### src/rtl/convergecast_pkg.sv
// Sizing helpers for the convergecast min-reduction tree.
// Pure elaboration-time functions, no logic and no latency.
// No flow control of its own.
package convergecast_pkg;

    // Integer ceiling division for level sizing.
    function automatic int ceil_div(input int a, input int b);
        return (a + b - 1) / b;
    endfunction

    // Number of entries present at a given level; level 0 is the leaves.
    function automatic int level_count(input int nodes, input int fanin, input int level);
        int n;
        n = nodes;
        for (int k = 0; k < level; k++) begin
            n = ceil_div(n, fanin);
        end
        return n;
    endfunction

    // Number of register stages. A single leaf still gets one stage.
    function automatic int tree_depth(input int nodes, input int fanin);
        int n;
        int d;
        n = nodes;
        d = 0;
        if (nodes <= 1) begin
            return 1;
        end
        // Fan-in is at least 2, so 64 halvings covers any int-sized tree.
        for (int k = 0; k < 64; k++) begin
            if (n > 1) begin
                n = ceil_div(n, fanin);
                d = d + 1;
            end
        end
        return d;
    endfunction

    // Width of the absolute leaf index; never narrower than one bit.
    function automatic int index_width(input int nodes);
        return (nodes <= 1) ? 1 : $clog2(nodes);
    endfunction

endpackage

### src/rtl/convergecast_level.sv
// One tree level: reduces IN_COUNT entries to ceil(IN_COUNT/MAX_FANIN) minima.
// Latency one cycle; strobe is delayed alongside the data.
// No backpressure: every cycle advances regardless of strobe.
module convergecast_level
    import convergecast_pkg::*;
#(
    parameter int DATA_WIDTH  = 16,
    parameter int INDEX_WIDTH = 7,
    parameter int MAX_FANIN   = 3,
    parameter int IN_COUNT    = 100,
    localparam int OUT_COUNT  = ceil_div(IN_COUNT, MAX_FANIN),
    localparam int ENTRY_W    = 1 + DATA_WIDTH + INDEX_WIDTH
) (
    input  logic                               clock,
    input  logic                               reset_n,
    input  logic                               in_strobe,
    input  logic [IN_COUNT-1:0][ENTRY_W-1:0]   in_entries,
    output logic                               out_strobe,
    output logic [OUT_COUNT-1:0][ENTRY_W-1:0]  out_entries
);

    typedef struct packed {
        logic                   valid;
        logic [DATA_WIDTH-1:0]  data;
        logic [INDEX_WIDTH-1:0] index;
    } entry_t;

    logic [OUT_COUNT-1:0][ENTRY_W-1:0] next_entries;

    for (genvar j = 0; j < OUT_COUNT; j++) begin : g_cell
        // Contiguous group; the last one may be short (down to a single entry).
        localparam int BASE = j * MAX_FANIN;
        localparam int GSZ  = ((IN_COUNT - BASE) < MAX_FANIN) ? (IN_COUNT - BASE) : MAX_FANIN;

        entry_t best;
        entry_t cand;

        // Minimum over valid entries; equal data resolves to the lower leaf index.
        // An all-invalid group yields an all-zero entry, never stale data.
        always_comb begin
            best = '0;
            cand = '0;
            for (int i = 0; i < GSZ; i++) begin
                cand = in_entries[BASE + i];
                if (cand.valid &&
                    (!best.valid ||
                     (cand.data < best.data) ||
                     ((cand.data == best.data) && (cand.index < best.index)))) begin
                    best = cand;
                end
            end
        end

        assign next_entries[j] = best;
    end

    // Stage register; reset discards anything in flight, strobe included.
    always_ff @(posedge clock or negedge reset_n) begin
        if (!reset_n) begin
            out_entries <= '0;
            out_strobe  <= 1'b0;
        end else begin
            out_entries <= next_entries;
            out_strobe  <= in_strobe;
        end
    end

endmodule

### src/rtl/convergecast_tree.sv
// Pipelined min-reduction over NODES (valid, data) responses, returning min data and its leaf index.
// Latency DEPTH cycles (one register per tree level), one round per cycle.
// No backpressure; results are only meaningful while output_strobe is high.
module convergecast_tree
    import convergecast_pkg::*;
#(
    parameter int DATA_WIDTH  = 16,
    parameter int MAX_FANIN   = 3,
    parameter int NODES       = 100,
    localparam int INDEX_WIDTH = index_width(NODES)
) (
    input  logic                   clock,
    input  logic                   reset_n,
    input  logic                   input_strobe,
    input  logic [NODES-1:0]       input_valids,
    input  logic [DATA_WIDTH-1:0]  inputs [0:NODES-1],
    output logic                   output_strobe,
    output logic                   output_valid,
    output logic [DATA_WIDTH-1:0]  output_data,
    output logic [INDEX_WIDTH-1:0] output_index
);

    localparam int DEPTH   = tree_depth(NODES, MAX_FANIN);
    localparam int ENTRY_W = 1 + DATA_WIDTH + INDEX_WIDTH;

    typedef struct packed {
        logic                   valid;
        logic [DATA_WIDTH-1:0]  data;
        logic [INDEX_WIDTH-1:0] index;
    } entry_t;

    logic [NODES-1:0][ENTRY_W-1:0] leaves;

    // Leaves carry their absolute index so no level has to translate local positions.
    for (genvar i = 0; i < NODES; i++) begin : g_leaf
        assign leaves[i] = {input_valids[i], inputs[i], INDEX_WIDTH'(i)};
    end

    for (genvar k = 0; k < DEPTH; k++) begin : g_lvl
        localparam int IN_N  = level_count(NODES, MAX_FANIN, k);
        localparam int OUT_N = level_count(NODES, MAX_FANIN, k + 1);

        logic [IN_N-1:0][ENTRY_W-1:0]  in_bus;
        logic                          in_strobe;
        logic [OUT_N-1:0][ENTRY_W-1:0] out_bus;
        logic                          out_strobe;

        if (k == 0) begin : g_first
            assign in_bus    = leaves;
            assign in_strobe = input_strobe;
        end else begin : g_next
            assign in_bus    = g_lvl[k-1].out_bus;
            assign in_strobe = g_lvl[k-1].out_strobe;
        end

        convergecast_level #(
            .DATA_WIDTH  (DATA_WIDTH),
            .INDEX_WIDTH (INDEX_WIDTH),
            .MAX_FANIN   (MAX_FANIN),
            .IN_COUNT    (IN_N)
        ) u_level (
            .clock       (clock),
            .reset_n     (reset_n),
            .in_strobe   (in_strobe),
            .in_entries  (in_bus),
            .out_strobe  (out_strobe),
            .out_entries (out_bus)
        );
    end

    entry_t root;

    assign root          = g_lvl[DEPTH-1].out_bus[0];
    assign output_strobe = g_lvl[DEPTH-1].out_strobe;
    assign output_valid  = root.valid;
    assign output_data   = root.data;
    assign output_index  = root.index;

endmodule
### config.mk
export PLATFORM = sky130hd
export DESIGN_NAME = convergecast_tree
export DESIGN_NICKNAME = d
export VERILOG_FILES = /design/src/rtl/convergecast_pkg.sv /design/src/rtl/convergecast_level.sv /design/src/rtl/convergecast_tree.sv
export SDC_FILE = /design/constraint.sdc
export NUM_CORES = 2
export LEC_CHECK = 0
export CAP_MARGIN = 40
export CORE_AREA = 5 5 672 674
export DETAILED_ROUTE_END_ITERATION = 10
export DIE_AREA = 0 0 677 679
export HOLD_SLACK_MARGIN = 0.02
export MAX_ROUTING_LAYER = met4
export REMOVE_ABC_BUFFERS = 1
export SLEW_MARGIN = 25
export SYNTH_ARGS = -nofsm -noshare
export SYNTH_HDL_FRONTEND = slang
export SYNTH_HIERARCHICAL = 1
export SYNTH_SLANG_ARGS = --single-unit
### constraint.sdc
create_clock -name clock -period 6.7 [get_ports clock]
set_clock_uncertainty 0.1 [all_clocks]
set_input_delay 1.675 -clock clock [delete_from_list [all_inputs] [get_ports clock]]
set_output_delay 1.675 -clock clock [all_outputs]
set_load 0.1 [all_outputs]
After elaboration in Yosys (flattened, before gate mapping)
Cells that the tools add are included.
- bits in registers: 1277
- input port bits: 1703
- output and inout bits: 25
- logic and storage cells: 1002
- $lt $le $gt $ge: 198
- equality and inequality tests: 99
- multiplexer cells: 152
- reduce and logical (&&, ||, !) cells: 495
- operators with widths (kind ; number):
    24-bit 2-to-1 mux ; 152
    16-bit == test ; 99
    16-bit < comparator ; 99
    7-bit < comparator ; 33
    1-bit logical AND ; 198
    1-bit logical OR ; 198
    7-bit < comparator, first input constant ; 24
    6-bit by 7-bit < comparator with 1-bit output, first input constant ; 21
    1-bit logical NOT ; 99
    5-bit by 7-bit < comparator with 1-bit output, first input constant ; 11
    4-bit by 7-bit < comparator with 1-bit output, first input constant ; 5
    3-bit by 7-bit < comparator with 1-bit output, first input constant ; 3
    1-bit by 7-bit < comparator with 1-bit output, first input constant ; 1
    2-bit by 7-bit < comparator with 1-bit output, first input constant ; 1

Depth between registers and ports, before layout
- depth after elaboration: 11
- depth in mapped cells: 24
- depth with buffers taken out: 19

Cells and area by module
The synthesis kept the hierarchy.
- modules (own cells, without submodules) (module ; instances ; cells each ; area an instance (um^2) ; seq. area each (um^2)):
    convergecast_level (g_lvl[0].u_level) ; 1 ; 9011 ; 76505.9 ; 20444.6
    convergecast_level (g_lvl[1].u_level) ; 1 ; 3129 ; 26301.5 ; 7231.9
    convergecast_level (g_lvl[2].u_level) ; 1 ; 1073 ; 9345.2 ; 2427.3
    convergecast_level (g_lvl[3].u_level) ; 1 ; 346 ; 3283.1 ; 1226.2
    convergecast_level (g_lvl[4].u_level) ; 1 ; 137 ; 1670.4 ; 625.6
    convergecast_tree ; 1 ; 2 ; 7.5 ; 0.0

Worst setup path after synthesis
No wires, ideal clock.
- kind: input-to-reg
- start point: input input_valids[12]
- end point: register g_lvl[0].u_level/out_entries[104] (netlist bit)
- library setup time: 0.079 ns
- data arrival time: 6.527 ns
- required time: 6.521 ns
- slack: -0.006 ns
- stages: 23
- buffers on the path: 5
- cells stage by stage: clkbuf_1 buf_1 buf_1 nand2_1 ha_1 nand4_1 nor4_1 a21boi_0 nor3_1 o31ai_1 clkbuf_1 nor2_1 a31oi_1 ha_1 a21oi_1 nor2_1 a2111oi_0 o21ai_0 o211ai_1 a32o_1 o21bai_1 buf_2 mux2i_1
- RTL lines (what ; line ; RTL):
    start: declaration ; convergecast_tree.sv:15 ; input logic [NODES-1:0] input_valids,
    end signal: assignment ; convergecast_level.sv:63 ; out_entries <= next_entries;
    end: declaration ; convergecast_level.sv:19 ; output logic [OUT_COUNT-1:0][ENTRY_W-1:0] out_entries

==> metrics.yaml <==
setup_ws_ns: 0.3874
violations: "max-slew violations"
htree_levels: 4
drcViolationCount: 0
finalMaxSlewViolations: 23
p_int_mw: 25.38
p_sw_frac: 0.4362
ys.warnings.count: 6
start_kind: "primary input"
vias: 113723
clkPwrFrac: 0.213
tightest_slew_ns: 1.583
grt_pass1_wl_um: 744300
grt_overflow_total: 0
die-area_sq_um: 459700
drt_iter0_drc: 7796
leakage_nw: 78.80
crit_required_ns: 7.32
p_per_area_nw_per_um2: 275.7
vias_per_cell: 4.745
worstPathArrival_ns: 6.93
place.gp.congestion: 1.068
post_cts_buffers: 0
rsz0062_at_grt: "false"
die_h_um: 679
hp-class: "reg -> reg"
grt.total_usage: 0.2236
io_pins: 1728
postRouteWirelength_um: 523600
crit_path_end_kind: "flop"
async_reset_ff_frac: 1.000
total_power_mw: 45.02
status: "finished with violations"
core_sq_um: 444200
syn_area_sq_um: 117100
dr.pass1.iters: 8
final_antenna_net_count: 0
slew_headroom: -0.05909
final_layout_size_suffix_gt1_frac: 0.1137
power_frac_seq: 0.249
grt_pass1_vias: 110559
cts_buffers: 166
syn_inst: 13698
cap_violations: 0
fin_nets: 21605
combPwrFrac: 0.538
synth.distinct_cells: 117
antenna_found_initial: 203
hold_viol_final: 0
cts.clk_slew.worst_paths_ns: 0.06
cts_buffer_depth: 4
root_buffer: "clkbuf_16"
period_share: 0.9422
die_x_um: 677
row_count: 245
p_sw_mw: 19.64
timing.setup.tns_ns: 0
dp_slack_ns: -0.4108
grt_max_degree: 166
fin_crit_ns: 6.313
ys.flop_type: "dfrtp_1"
clock.fmax_ghz: 0.1584
synth-seq-cells: 1277
worst_hold_slack_ns: 0.2458
cts_sinks: 1277
post_cts_resized: 0
clock_latency_ns: 0.85
start_util: 0.2637
cts_tree: "done"
wl_per_cell_um: 21.85
hold_buffers: 0
ys_seq_area_frac: 0.2729
crit_type: "in -> reg"
cp_max_fo: 14
hpwl_um: 453100
peakVddDrop_mv: 0.3199
finalSetupViolCount: 0
avgSynthCellArea_sq_um: 8.550
io_buffers: 1727
synth_edf_count: 0
area_growth_pct: 39.42
final_core_util: 0.3676
per-stage QoR:
step / cells / cell area [sq um]
CTS: 23778 / 162700
global placement: 23453 / 156500
detailed placement: 23479 / 156900
floorplan: 14380 / 119200
global route: 23946 / 163200
finish: 23966 / 163300
power by group through the flow:
stage / clock (mW) / sequential, mW / combinational (mW)
final: 9.57 / 11.2 / 24.2
after global placement: 0 / 11.3 / 23.4
after floorplan: 0 / 10.9 / 13.0
after detailed placement: 0 / 11.3 / 23.9
after global routing: 10.2 / 11.4 / 26.6
after CTS: 9.90 / 11.2 / 24.1
worst max-delay path, stage by stage:
cell,delay [ns]
clkdlybuf4s50_1,0.46
buf_4,0.19
nand2_1,0.11
ha_1,0.33
nand4_1,0.13
nor4_1,0.44
o21ai_0,0.14
and4b_1,0.24
o31a_1,0.33
buf_12,0.16
nor2_1,0.14
a21oi_1,0.06
buf_4,0.14
ha_1,0.28
and3_1,0.18
buf_4,0.12
nand2_1,0.04
o21ai_0,0.22
a21oi_1,0.13
o221ai_1,0.26
a21boi_0,0.49
o31ai_4,0.21
buf_12,0.20
buf_4,0.14
mux2i_1,0.11
cells in the mapped netlist (all sizes together), types with 21 or more instances:
library cell / instances / share of area
ha: 2178 / 0.23
nand2: 1532 / 0.049
a21oi: 1480 / 0.064
inv: 1362 / 0.044
dfrtp: 1277 / 0.27
nor2: 1080 / 0.035
mux2i: 838 / 0.072
clkbuf: 417 / 0.013
a31oi: 398 / 0.022
o21ai: 391 / 0.017
nand4: 334 / 0.018
a21o: 245 / 0.016
and2: 163 / 0.0087
buf: 163 / 0.0089
mux2: 127 / 0.012
a211oi: 124 / 0.0082
o211ai: 124 / 0.0080
nand3: 119 / 0.0051
o21a: 102 / 0.0065
a211o: 97 / 0.0073
a32oi: 97 / 0.0073
nor2b: 95 / 0.0051
nor3: 95 / 0.0041
or3: 68 / 0.0037
a2111oi: 56 / 0.0043
a2bb2oi: 52 / 0.0040
nor4: 52 / 0.0030
o2bb2ai: 52 / 0.0050
nand4b: 38 / 0.0028
a221oi: 32 / 0.0024
o31ai: 32 / 0.0021
and3: 30 / 0.0016
nor4bb: 30 / 0.0026
o31a: 30 / 0.0022
o221ai: 28 / 0.0021
o311ai: 24 / 0.0029
and4b: 22 / 0.0019
nand2b: 22 / 0.0012
or2: 21 / 0.0011
state kept, by name (all words and copies together), names as in the netlist:
name and flops:
g_lvl.u_level/out_strobe 5, g_lvl.u_level/out_entries 1272
logic make-up after synthesis:
family          after synthesis  synth area share
simple gates               3766            0.1477
compound gates             3568            0.1969
fa+ha+maj                  2178            0.2327
buf+inv                    1942           0.06591
flops                      1277            0.2729
mux                         965           0.08387
other cells                   2        0.00006413
layout by cell type, fill, tap and decap left out, types with 54 or more instances in the layout:
cell type           n
mux2_2            121
dfrtp_1          1276
nor3_1             95
and2_1            163
a21o_1            243
ha_1             2178
nor2b_1            94
o21ai_0           379
inv_1            1362
clkdlybuf4s50_1  1711
buf_4            1320
or3_1              67
o21a_1            102
diode_2           183
nand4_1           333
nand3_1           119
a2111oi_0          54
mux2i_1           838
a31oi_1           372
buf_12            110
conb_1           1264
a211oi_1          118
nand2_1          1532
o211ai_1          123
clkbuf_16         168
nor2_1           1080
a32oi_1            96
a21oi_1          1469
a211o_1            97
path summary, 6_finish.rpt:
| kind | start | endpoint | slack, ns | cells after the start |
|---|---|---|---|---|
| max | input_valids[72] | g_lvl[0].u_level/out_entries[587] | 0.39 | 25 |
| min | g_lvl[0].u_level/out_strobe | g_lvl[1].u_level/out_strobe | 0.25 | 0 |
| max reg2reg | g_lvl[0].u_level/out_entries[167] | g_lvl[1].u_level/out_entries[53] | 0.48 | 20 |
| min reg2reg | g_lvl[0].u_level/out_strobe | g_lvl[1].u_level/out_strobe | 0.25 | 0 |
| max in group asynchronous | reset_n | g_lvl[4].u_level/out_strobe | 4.34 | 2 |
| min in group asynchronous | reset_n | g_lvl[0].u_level/out_entries[751] | 0.67 | 1 |
final cells by class:
class	count	area, sq um
diodes	183	457.9
clock buffers	219	4646
clock inverters	80	1160
fillers	45266	280900
inverters	1362	5112
multi-input cells	11741	82740
flip-flops and latches	1277	31960
well taps	5928	7417
repair buffers	3176	29790
metal layers:
metal	wire length (um)	part of all wire	up-vias	global-route usage
li1	-	-	56505	-
met1	218000	0.42	53339	0.2632
met2	250800	0.48	3129	0.3762
met3	25150	0.048	750	0.03052
met4	29620	0.057	0	0.1075
met5	0	0	-	-
No activity file was read; power rests on OpenSTA's default activity.
